<file path="src/rtl/wb_streamer_pkg.sv">
// Shared Wishbone burst encodings and FSM state codes for the stream writer.
package wb_streamer_pkg;

    localparam logic [2:0] CTI_CLASSIC   = 3'b000;
    localparam logic [2:0] CTI_INC_BURST = 3'b010;
    localparam logic [2:0] CTI_END_BURST = 3'b111;

    localparam logic [1:0] BTE_LINEAR    = 2'b00;

    localparam logic [1:0] ST_IDLE       = 2'b00;
    localparam logic [1:0] ST_WAIT_SPACE = 2'b01;
    localparam logic [1:0] ST_BURST      = 2'b10;

    function automatic logic [2:0] beat_cti(input logic last_beat);
        return last_beat ? CTI_END_BURST : CTI_INC_BURST;
    endfunction

endpackage

</file>
<file path="src/rtl/wb_stream_writer_fifo.sv">
// Synchronous first-word-fall-through FIFO with a free-slot count for burst admission.
module wb_stream_writer_fifo #(
    parameter int unsigned DW = 32,
    parameter int unsigned AW = 5
) (
    input  logic          clk,
    input  logic          rst,
    input  logic          i_wr_en,
    input  logic [DW-1:0] i_wr_data,
    input  logic          i_rd_en,
    output logic [DW-1:0] o_rd_data,
    output logic          o_empty,
    output logic [AW:0]   o_free
);

    localparam int unsigned DEPTH = 2 ** AW;
    localparam int unsigned CW    = AW + 1;

    logic [DW-1:0] r_mem [DEPTH];
    logic [AW-1:0] r_wr_ptr;
    logic [AW-1:0] r_rd_ptr;
    logic [CW-1:0] r_count;
    logic          w_full;
    logic          w_wr;
    logic          w_rd;

    assign w_full    = (r_count == CW'(DEPTH));
    assign w_rd      = i_rd_en && (r_count != '0);
    // A read in the same cycle frees the slot, so a write at full is still safe.
    assign w_wr      = i_wr_en && (!w_full || w_rd);
    assign o_rd_data = r_mem[r_rd_ptr];
    assign o_empty   = (r_count == '0);
    assign o_free    = CW'(DEPTH) - r_count;

    always_ff @(posedge clk) begin
        if (w_wr) begin
            r_mem[r_wr_ptr] <= i_wr_data;
        end
    end

    always_ff @(posedge clk or negedge rst) begin
        if (!rst) begin
            r_wr_ptr <= '0;
            r_rd_ptr <= '0;
            r_count  <= '0;
        end else begin
            if (w_wr) begin
                r_wr_ptr <= r_wr_ptr + AW'(1);
            end
            if (w_rd) begin
                r_rd_ptr <= r_rd_ptr + AW'(1);
            end
            case ({w_wr, w_rd})
                2'b10:   r_count <= r_count + CW'(1);
                2'b01:   r_count <= r_count - CW'(1);
                default: r_count <= r_count;
            endcase
        end
    end

endmodule

</file>
<file path="src/rtl/wb_stream_writer.sv">
// Reads a memory buffer with Wishbone incrementing bursts and replays it on a stream port.
module wb_stream_writer
    import wb_streamer_pkg::*;
#(
    parameter int unsigned WB_AW         = 32,
    parameter int unsigned WB_DW         = 32,
    parameter int unsigned FIFO_AW       = 5,
    parameter int unsigned MAX_BURST_LEN = 128
) (
    input  logic               clk,
    input  logic               rst,
    output logic [WB_AW-1:0]   wbm_adr_o,
    output logic [WB_DW-1:0]   wbm_dat_o,
    output logic [WB_DW/8-1:0] wbm_sel_o,
    output logic               wbm_we_o,
    output logic               wbm_cyc_o,
    output logic               wbm_stb_o,
    output logic [2:0]         wbm_cti_o,
    output logic [1:0]         wbm_bte_o,
    input  logic [WB_DW-1:0]   wbm_dat_i,
    input  logic               wbm_ack_i,
    input  logic               wbm_err_i,
    input  logic               wbm_rty_i,
    output logic [WB_DW-1:0]   stream_m_data_o,
    output logic               stream_m_valid_o,
    input  logic               stream_m_ready_i,
    input  logic               cfg_enable_i,
    input  logic [WB_AW-1:0]   cfg_start_adr_i,
    input  logic [WB_AW-1:0]   cfg_buf_size_i,
    input  logic [WB_AW-1:0]   cfg_burst_size_i,
    output logic               busy_o,
    output logic               irq_o,
    output logic               err_o
);

    localparam int unsigned FIFO_DEPTH = 2 ** FIFO_AW;
    // A burst longer than the FIFO could never find space, so the FIFO depth also caps it.
    localparam int unsigned BURST_CAP  = (MAX_BURST_LEN < FIFO_DEPTH) ? MAX_BURST_LEN : FIFO_DEPTH;

    logic [1:0]       r_state;
    logic [WB_AW-1:0] r_adr;
    logic [WB_AW-1:0] r_words_left;
    logic [WB_AW-1:0] r_beats_left;
    logic [WB_AW-1:0] r_burst_size;
    logic             r_cyc;
    logic [2:0]       r_cti;
    logic             r_busy;
    logic             r_irq;
    logic             r_err;
    logic             r_enable_d;

    logic [1:0]       w_state_nxt;
    logic [WB_AW-1:0] w_adr_nxt;
    logic [WB_AW-1:0] w_words_left_nxt;
    logic [WB_AW-1:0] w_beats_left_nxt;
    logic [WB_AW-1:0] w_burst_size_nxt;
    logic             w_cyc_nxt;
    logic [2:0]       w_cti_nxt;
    logic             w_busy_nxt;
    logic             w_irq_nxt;
    logic             w_err_nxt;

    logic             w_en_rise;
    logic             w_ack;
    logic             w_fifo_wr;
    logic             w_fifo_rd;
    logic             w_fifo_empty;
    logic [FIFO_AW:0] w_fifo_free;
    logic [WB_AW-1:0] w_bsz_eff;
    logic [WB_AW-1:0] w_burst_len;
    logic             w_space_ok;

    assign w_en_rise = cfg_enable_i && !r_enable_d;
    // A response carrying both ack and rty is treated as a retry.
    assign w_ack     = wbm_ack_i && !wbm_rty_i;
    assign w_fifo_wr = (r_state == ST_BURST) && w_ack && !wbm_err_i;
    assign w_fifo_rd = stream_m_ready_i && !w_fifo_empty;

    always_comb begin
        w_bsz_eff   = (r_burst_size == '0) ? WB_AW'(1) : r_burst_size;
        w_burst_len = (w_bsz_eff < WB_AW'(BURST_CAP)) ? w_bsz_eff : WB_AW'(BURST_CAP);
        if (r_words_left < w_burst_len) begin
            w_burst_len = r_words_left;
        end
    end

    assign w_space_ok = (WB_AW'(w_fifo_free) >= w_burst_len);

    always_comb begin
        w_state_nxt      = r_state;
        w_adr_nxt        = r_adr;
        w_words_left_nxt = r_words_left;
        w_beats_left_nxt = r_beats_left;
        w_burst_size_nxt = r_burst_size;
        w_cyc_nxt        = r_cyc;
        w_cti_nxt        = r_cti;
        w_busy_nxt       = r_busy;
        w_irq_nxt        = 1'b0;
        w_err_nxt        = r_err;
        case (r_state)
            ST_IDLE: begin
                if (w_en_rise && (cfg_buf_size_i != '0)) begin
                    w_state_nxt      = ST_WAIT_SPACE;
                    w_adr_nxt        = cfg_start_adr_i;
                    w_words_left_nxt = cfg_buf_size_i;
                    w_burst_size_nxt = cfg_burst_size_i;
                    w_busy_nxt       = 1'b1;
                    w_err_nxt        = 1'b0;
                end
            end
            ST_WAIT_SPACE: begin
                if (w_space_ok) begin
                    w_state_nxt      = ST_BURST;
                    w_cyc_nxt        = 1'b1;
                    w_beats_left_nxt = w_burst_len;
                    w_cti_nxt        = beat_cti(w_burst_len == WB_AW'(1));
                end
            end
            ST_BURST: begin
                if (wbm_err_i) begin
                    w_state_nxt = ST_IDLE;
                    w_cyc_nxt   = 1'b0;
                    w_cti_nxt   = CTI_CLASSIC;
                    w_busy_nxt  = 1'b0;
                    w_irq_nxt   = 1'b1;
                    w_err_nxt   = 1'b1;
                end else if (w_ack) begin
                    w_adr_nxt        = r_adr + WB_AW'(4);
                    w_words_left_nxt = r_words_left - WB_AW'(1);
                    w_beats_left_nxt = r_beats_left - WB_AW'(1);
                    if (r_beats_left == WB_AW'(1)) begin
                        w_cyc_nxt = 1'b0;
                        w_cti_nxt = CTI_CLASSIC;
                        if (r_words_left == WB_AW'(1)) begin
                            w_state_nxt = ST_IDLE;
                            w_busy_nxt  = 1'b0;
                            w_irq_nxt   = 1'b1;
                        end else begin
                            w_state_nxt = ST_WAIT_SPACE;
                        end
                    end else begin
                        w_cti_nxt = beat_cti(r_beats_left == WB_AW'(2));
                    end
                end
            end
            default: begin
                w_state_nxt = ST_IDLE;
                w_cyc_nxt   = 1'b0;
                w_cti_nxt   = CTI_CLASSIC;
                w_busy_nxt  = 1'b0;
            end
        endcase
    end

    always_ff @(posedge clk or negedge rst) begin
        if (!rst) begin
            r_state      <= ST_IDLE;
            r_adr        <= '0;
            r_words_left <= '0;
            r_beats_left <= '0;
            r_burst_size <= '0;
            r_cyc        <= 1'b0;
            r_cti        <= CTI_CLASSIC;
            r_busy       <= 1'b0;
            r_irq        <= 1'b0;
            r_err        <= 1'b0;
            r_enable_d   <= 1'b0;
        end else begin
            r_state      <= w_state_nxt;
            r_adr        <= w_adr_nxt;
            r_words_left <= w_words_left_nxt;
            r_beats_left <= w_beats_left_nxt;
            r_burst_size <= w_burst_size_nxt;
            r_cyc        <= w_cyc_nxt;
            r_cti        <= w_cti_nxt;
            r_busy       <= w_busy_nxt;
            r_irq        <= w_irq_nxt;
            r_err        <= w_err_nxt;
            r_enable_d   <= cfg_enable_i;
        end
    end

    wb_stream_writer_fifo #(
        .DW (WB_DW),
        .AW (FIFO_AW)
    ) u_fifo (
        .clk       (clk),
        .rst       (rst),
        .i_wr_en   (w_fifo_wr),
        .i_wr_data (wbm_dat_i),
        .i_rd_en   (w_fifo_rd),
        .o_rd_data (stream_m_data_o),
        .o_empty   (w_fifo_empty),
        .o_free    (w_fifo_free)
    );

    assign wbm_adr_o        = r_adr;
    assign wbm_dat_o        = '0;
    assign wbm_sel_o        = '1;
    assign wbm_we_o         = 1'b0;
    assign wbm_cyc_o        = r_cyc;
    assign wbm_stb_o        = r_cyc;
    assign wbm_cti_o        = r_cti;
    assign wbm_bte_o        = BTE_LINEAR;
    assign stream_m_valid_o = !w_fifo_empty;
    assign busy_o           = r_busy;
    assign irq_o            = r_irq;
    assign err_o            = r_err;

endmodule
</file>
<file path="config.mk">
export PLATFORM = sky130hd
export DESIGN_NAME = wb_stream_writer
export DESIGN_NICKNAME = d
export VERILOG_FILES = /design/src/rtl/wb_streamer_pkg.sv /design/src/rtl/wb_stream_writer_fifo.sv /design/src/rtl/wb_stream_writer.sv
export SDC_FILE = /design/constraint.sdc
export NUM_CORES = 2
export LEC_CHECK = 0
export BUFFER_PORTS_ARGS = -buffer_cell sky130_fd_sc_hd__buf_4
export CORE_MARGIN = 1
export CORE_UTILIZATION = 45
export DETAILED_ROUTE_END_ITERATION = 12
export GPL_ROUTABILITY_DRIVEN = 1
export HOLD_SLACK_MARGIN = 0.02
export PLACE_DENSITY_LB_ADDON = 0.08
export SYNTH_ARGS = -nofsm -noshare
export SYNTH_HDL_FRONTEND = slang
export SYNTH_HIERARCHICAL = 1
export SYNTH_SLANG_ARGS = --single-unit
</file>
<file path="constraint.sdc">
create_clock -name clk -period 8.9 [get_ports clk]
set_input_delay 0.445 -clock clk [delete_from_list [all_inputs] [get_ports clk]]
set_output_delay 0.445 -clock clk [all_outputs]
set_load 0.03 [all_outputs]
</file>
# --- After elaboration in Yosys (flattened, before gate mapping) ---
# Memories as Yosys holds them, arrays and structs flattened.
# Index checks and enable logic that the tools add are counted.
word_totals:
  reg_bits: 154
  mem_bits_rw: 1024
  inputBits: 135
  wordCells: 126
  mem_count: 1
op_classes:
  addsub: 8
  n_lt_le_gt_ge: 3
  eq_ne: 17
  mux: 51
  n_bitwise: 2
  n_reduce_logical: 30
mem_list:
  columns: ["name", "words", "width", "rd", "rd_ports_with_merged_regs", "wr", "line", "source"]
  rows:
  - ["u_fifo.r_mem", 32, 32, 1, 0, 1, "wb_stream_writer_fifo.sv:19", "logic [DW-1:0] r_mem [DEPTH];"]
ops:
  columns: ["cell", "count"]
  rows:
  - ["$mux 32", 12]
  - ["$pmux 32 s2", 3]
  - ["$eq 32x1->1 const B", 3]
  - ["$sub 32x1->32 const B", 2]
  - ["$add 32x3->32 const B", 1]
  - ["$eq 32x2->1 const B", 1]
  - ["$ge 6x32->1", 1]
  - ["$logic_not 32->1", 1]
  - ["$lt 32x32->1", 1]
  - ["$lt 32x6->1 const B", 1]
  - ["$reduce_bool 32->1", 1]
  - ["$mux 1", 19]
  - ["$mux 3", 6]
  - ["$reduce_and 4->1", 4]
  - ["$pmux 6 s2", 1]
  - ["$add 5x1->5 const B", 2]
  - ["$mux 2", 5]
  - ["$ne 2x2->1 const B", 5]
  - ["$pmux 3 s3", 1]
  - ["$logic_and 1x1->1", 8]
  - ["$add 6x1->6 const B", 1]
  - ["$eq 6x6->1 const B", 1]
  - ["$logic_not 6->1", 1]
  - ["$ne 3x2->1 const B", 2]
  - ["other kinds (17)", 28]

# --- Logic depth before layout (Yosys ltp) ---
logic_depth:
  depth_word: 10
  depth_mapped: 22

# --- Hierarchy ---
# The synthesis kept the hierarchy.
modules_own_cells:
  columns: ["mod", "instances", "cells_per_inst", "area_each_um2", "seq_area_each_um2"]
  rows:
  - ["wb_stream_writer_fifo", 1, 1814, 39814.4, 31149.9]
  - ["wb_stream_writer", 1, 988, 8949.8, 3428.3]

# --- Least setup slack after synthesis ---
# Ideal clock, no wire load.
synth_path:
  path_kind: "reg2reg"
  from: "register r_burst_size[5]"
  to: "register r_beats_left[27]"
  setup_ps: 69
  arrival_time_ps: 4267
  setup_slack_ps: 4564
  path_stages_with_launch: 21
  path_cell_list: "dfrtp_1 -> nor4_1 -> nand2_1 -> nor3_2 -> nand2_1 -> ha_1 -> o21ai_0 -> a211oi_1 -> o211ai_1 -> a21oi_1 -> nand4b_2 -> mux2_2 -> ha_1 -> nand2b_1 -> a21o_1 -> a21oi_1 -> o211ai_1 -> a2bb2oi_1 -> o21ai_1 -> or4_1 -> nand3_1"
synth_between:
  elab_chain_cells: 9
synth_lines:
  columns: ["item", "line", "source"]
  rows:
  - ["start, declared", "wb_stream_writer.sv:44", "logic [WB_AW-1:0] r_burst_size;"]
  - ["start signal, assigned", "wb_stream_writer.sv:173", "r_burst_size <= w_burst_size_nxt;"]
  - ["$logic_not 32->1", "wb_stream_writer.sv:80", "w_bsz_eff = (r_burst_size == '0) ? WB_AW'(1) : r_burst_size;"]
  - ["$mux 32 (*)", "wb_stream_writer.sv:80", null]
  - ["$lt 32x6->1", "wb_stream_writer.sv:81", "w_burst_len = (w_bsz_eff < WB_AW'(BURST_CAP)) ? w_bsz_eff : WB_AW'(BURST_CAP);"]
  - ["$mux 32 (*)", "wb_stream_writer.sv:81", null]
  - ["$lt 32x32->1", "wb_stream_writer.sv:82", "if (r_words_left < w_burst_len) begin"]
  - ["$mux 32 (*)", "wb_stream_writer.sv:82", null]
  - ["$ge 6x32->1", "wb_stream_writer.sv:87", "assign w_space_ok = (WB_AW'(w_fifo_free) >= w_burst_len);"]
  - ["$ne 2x2->1 (no source line)", null, null]
  - ["$reduce_and 4->1 (no source line)", null, null]
  - ["end signal, assigned", "wb_stream_writer.sv:172", "r_beats_left <= w_beats_left_nxt;"]
  - ["end, declared", "wb_stream_writer.sv:43", "logic [WB_AW-1:0] r_beats_left;"]
# Mark *: on every way between the ends. The rest lies on a longest branch, timed or not. The select of a mux whose other input is x is not followed.
# A chain may end at the register's enable or synchronous reset.

# --- Worst setup path in the final report ---
layout_path:
  from: "register r_burst_size[18]"
  to: "register r_beats_left[28]"
# Same word-level chain as after synthesis.

==> impl_metrics.tcl <==
set metrics [dict create \
    tritoncts_num_sinks 1177 \
    footprint_of_the_multi_input_gates_mm2 0.0135 \
    ctsHoldBuffers 93 \
    avgRoutedWirePerCell_um 27.5 \
    reg2reg_slack_ns 3.16 \
    synthToLayoutAreaGrowth_pct 16.8 \
    worstSetupStartpointType "flop" \
    hold_class "input pin to flop" \
    timing.hold.worst.start "cfg_buf_size_i[21]" \
    dpl-instance-area_mm2 0.0520 \
    clkSlewWorstSetupHoldPaths_ns 0.06 \
    synthDistinctLibCells 88 \
    pin_count_of_the_biggest_net_entering_global_routing 119 \
    cellLeakagePower_nw 19.4 \
    arrival_time_of_data_at_the_critical_path_endpoint_ns 6.35 \
    antenna_found_initial 3 \
    global_route.overflow_total 0 \
    ir_drop_v 0.000268 \
    most_common_library_cell_in_the_layout_ignoring_fill_and_taps "sky130_fd_sc_hd__edfxtp_1" \
    setup_tns_ns 0 \
    cts_buffers 120 \
    final-setup-viol-count 0 \
    insertion_delay_ns 0.73 \
    cp_top_family "simple AND/OR/NAND/NOR gates" \
    firstDrtPassIters 5 \
    ys_seq_area_frac 0.709 \
    floorplan.die.height_um 331 \
    postSynth.asyncResetShare 0.130 \
    drive_above_1_share 0.234 \
    row_count 120 \
    achievable-frequency_ghz 0.174 \
    dp.final_hpwl_mm 69.1 \
    final.period_utilization 0.645 \
    synth-seq-cells 1177 \
    synth_warnings 6 \
    global_route.usage.total 0.233 \
    postCtsResizedCells 0 \
    timing_worst_slew_pin_value_ns 1.21 \
    die-area_mm2 0.110 \
    timing.critical_path.to_type "flop" \
    skew_ns 0.0540 \
    reg2reg_depth 21 \
    power-per-cell-area_mw_per_mm2 316 \
    die_width_um 331 \
    final_design_area_no_fill_mm2 0.0569 \
    critical_path_required_ns 9.51 \
    fin_nets 3344 \
    fin_util 0.531 \
    cts_setup_buffers 0 \
    cpPeakStageDelay_ns 0.62 \
    timing.final.crit_period_ns 5.74 \
    core_area_mm2 0.107 \
    starting_density_of_the_core 0.455 \
    total_power_mw 18.0 \
    postSynthAreaPerCell_um2 17.4 \
    worst_hold_path.num_cells 3 \
    detailroute.via_count 27800 \
    synth_area_mm2 0.0488 \
    crit_fanout 50 \
    ant_nets 0 \
    tritoncts "yes" \
    drv_slew 0 \
    run_status "complete, no violations" \
    wirelength_mm 128 \
    setup_repair_after_global_routing_missed_its_margin "no" \
    grt_pass1_vias 28000 \
    n_fill_cell 8587 \
    portBuffers 207 \
    max_cap_violations 0 \
    avgViaCountPerCell 5.97 \
    clockRootBuffer "sky130_fd_sc_hd__clkbuf_16" \
    cts.path.max_buffers 3 \
    path_class "flop to flop" \
    timing.rr.start "r_burst_size[18]$_DFFE_PN0P_" \
    slew_headroom 0.187 \
    h-tree-depth 3 \
    ys.flop_type "sky130_fd_sc_hd__edfxtp_1" \
    wire_length_of_the_first_global_routing_pass_mm 186 \
    crit_chain "nor4_1, nand3_1, nor3_2, nand2_1, ha_1, o211ai_1, a211oi_1, o211ai_1, a21oi_1, nand4b_2, mux2_2, ha_1, nand2b_1, a21o_1, a21oi_1, o211ai_1, a2bb2oi_1, o21ai_2, buf_4, or4_1, nand3_1" \
    first_iter_violations 2725 \
    pin_count 247 \
    cp.buffers_inverters 1 \
    synth_cells 2802 \
    top_library_cells_by_usage_in_the_layout_fill_and_taps_aside "sky130_fd_sc_hd__edfxtp_1, sky130_fd_sc_hd__buf_4, sky130_fd_sc_hd__mux4_2" \
    worst_path_max_delay_cell "sky130_fd_sc_hd__nor3_2" \
    drc_violations_left 0 \
    worst_hold_path.endpoint "r_words_left[21]$_DFFE_PN0P_" \
    timing.critical_path.mode_cell "sky130_fd_sc_hd__o211ai_1" \
    report.final.hold_viol_count 0 \
    gp_routability_congestion 0.842 \
    synth-edff-count 1024 \
    critical_path.reg2reg.endpoint "r_beats_left[28]$_DFFE_PN0P_" \
    regArea_mm2 0.0346 \
]
==> synth_stat cells, drive strengths merged (8+ instances only) <==
master  count  share of area
nor4       40         0.0054
clkbuf     81         0.0062
a211oi     32         0.0049
and3       18         0.0023
nand2     100         0.0080
xnor2      12         0.0022
inv        31         0.0024
or3        10         0.0013
a31oi      10         0.0013
or4        18         0.0030
nand3      61         0.0064
dfrtp     153          0.079
ha         58          0.015
o21ai      56         0.0057
and2        9         0.0012
nor2b       9         0.0012
o211ai     20         0.0032
buf       114          0.016
nand2b      8         0.0010
o22ai      73         0.0094
a21oi     108          0.011
mux2i     143          0.029
o221ai     37         0.0066
nor2       86         0.0066
mux2       45          0.010
nor3       30         0.0034
nand3b     10         0.0015
edfxtp   1024           0.63
mux4      193          0.089
nand4      19         0.0024
a22oi      93          0.014
==> worst max-delay path by stage <==
| stage | from | endpoint | slack [ns] | cells after the start |
|---|---|---|---|---|
| after floorplan | r_burst_size[5]$_DFFE_PN0P_ | r_beats_left[27]$_DFFE_PN0P_ | 4.56 | 20 |
| after global placement | r_burst_size[18]$_DFFE_PN0P_ | r_beats_left[29]$_DFFE_PN0P_ | 3.22 | 21 |
| after detailed placement | r_burst_size[19]$_DFFE_PN0P_ | r_beats_left[28]$_DFFE_PN0P_ | 3.13 | 21 |
| after CTS | r_burst_size[19]$_DFFE_PN0P_ | r_beats_left[28]$_DFFE_PN0P_ | 3.07 | 21 |
| after global routing | r_burst_size[21]$_DFFE_PN0P_ | r_beats_left[28]$_DFFE_PN0P_ | 2.64 | 21 |
| final | r_burst_size[18]$_DFFE_PN0P_ | r_beats_left[28]$_DFFE_PN0P_ | 3.16 | 21 |
==> through the flow <==
| step | worst slack [ns] | hold WS, ns | std cells |
|---|---|---|---|
| 2_1_floorplan | 4.56 | 0.149 | 2865 |
| 3_3_place_gp | 3.22 | 0.471 | 4338 |
| 3_5_place_dp | 3.13 | 0.478 | 4338 |
| 4_1_cts | 3.07 | 0.0288 | 4656 |
| 5_1_grt | 2.64 | 0.0561 | 4656 |
| 6_report | 3.16 | 0.0777 | 4657 |
==> cell type report <==
cell class,count,area share
Antenna cell,1,0.0000439
Multi-Input combinational cell,1462,0.237
Tap cell,1403,0.0308
Clock inverter,72,0.0135
Inverter,31,0.00204
Clock buffer,153,0.0574
Timing Repair Buffer,358,0.0516
Sequential cell,1177,0.607
==> logic make-up after synthesis <==
logic type,after synthesis,synth area share
other,2,0.000154
xor gates and xnor gates,15,0.00269
buffers and inverters,226,0.0249
adders and majority gates,59,0.0153
muxes,381,0.129
AOI/OAI and AO/OA,503,0.0711
and+or+nand+nor,439,0.0477
DFF,1177,0.709
==> per-layer routing <==
| metal | global-route usage | part of all wire |
|---|---|---|
| met5 | 0 | 0.00017 |
| met4 | 0.0587 | 0.022 |
| met3 | 0.0333 | 0.055 |
| met1 | 0.315 | 0.42 |
| met2 | 0.396 | 0.50 |
==> sequential cells by signal (all words and copies together), names as in the netlist, 5 cells and up <==
register and cells:
u_fifo/r_mem 1024, r_beats_left 32, r_burst_size 32, r_words_left 32
wbm_adr_o 32, u_fifo/r_count 6, u_fifo/r_rd_ptr 5, u_fifo/r_wr_ptr 5
==> power breakdown <==
part | internal, mW | switching, mW
sequential | 6.37 | 0.603
combinational | 2.45 | 3.47
clock | 2.99 | 2.13
==> worst register-to-register path, delay by kind of cell, from the launching register on <==
| kind | cells | cell delay, ns |
|---|---|---|
| AND/OR/NAND/NOR | 8 | 2.49 |
| multiplexers | 1 | 0.41 |
| AO/OA/AOI/OAI | 9 | 1.47 |
| flip-flops | 1 | 0.37 |
| buffers and inverters | 1 | 0.30 |
| adder cells (fa/ha/maj) | 2 | 0.59 |
(Power assumes the default switching activity.)
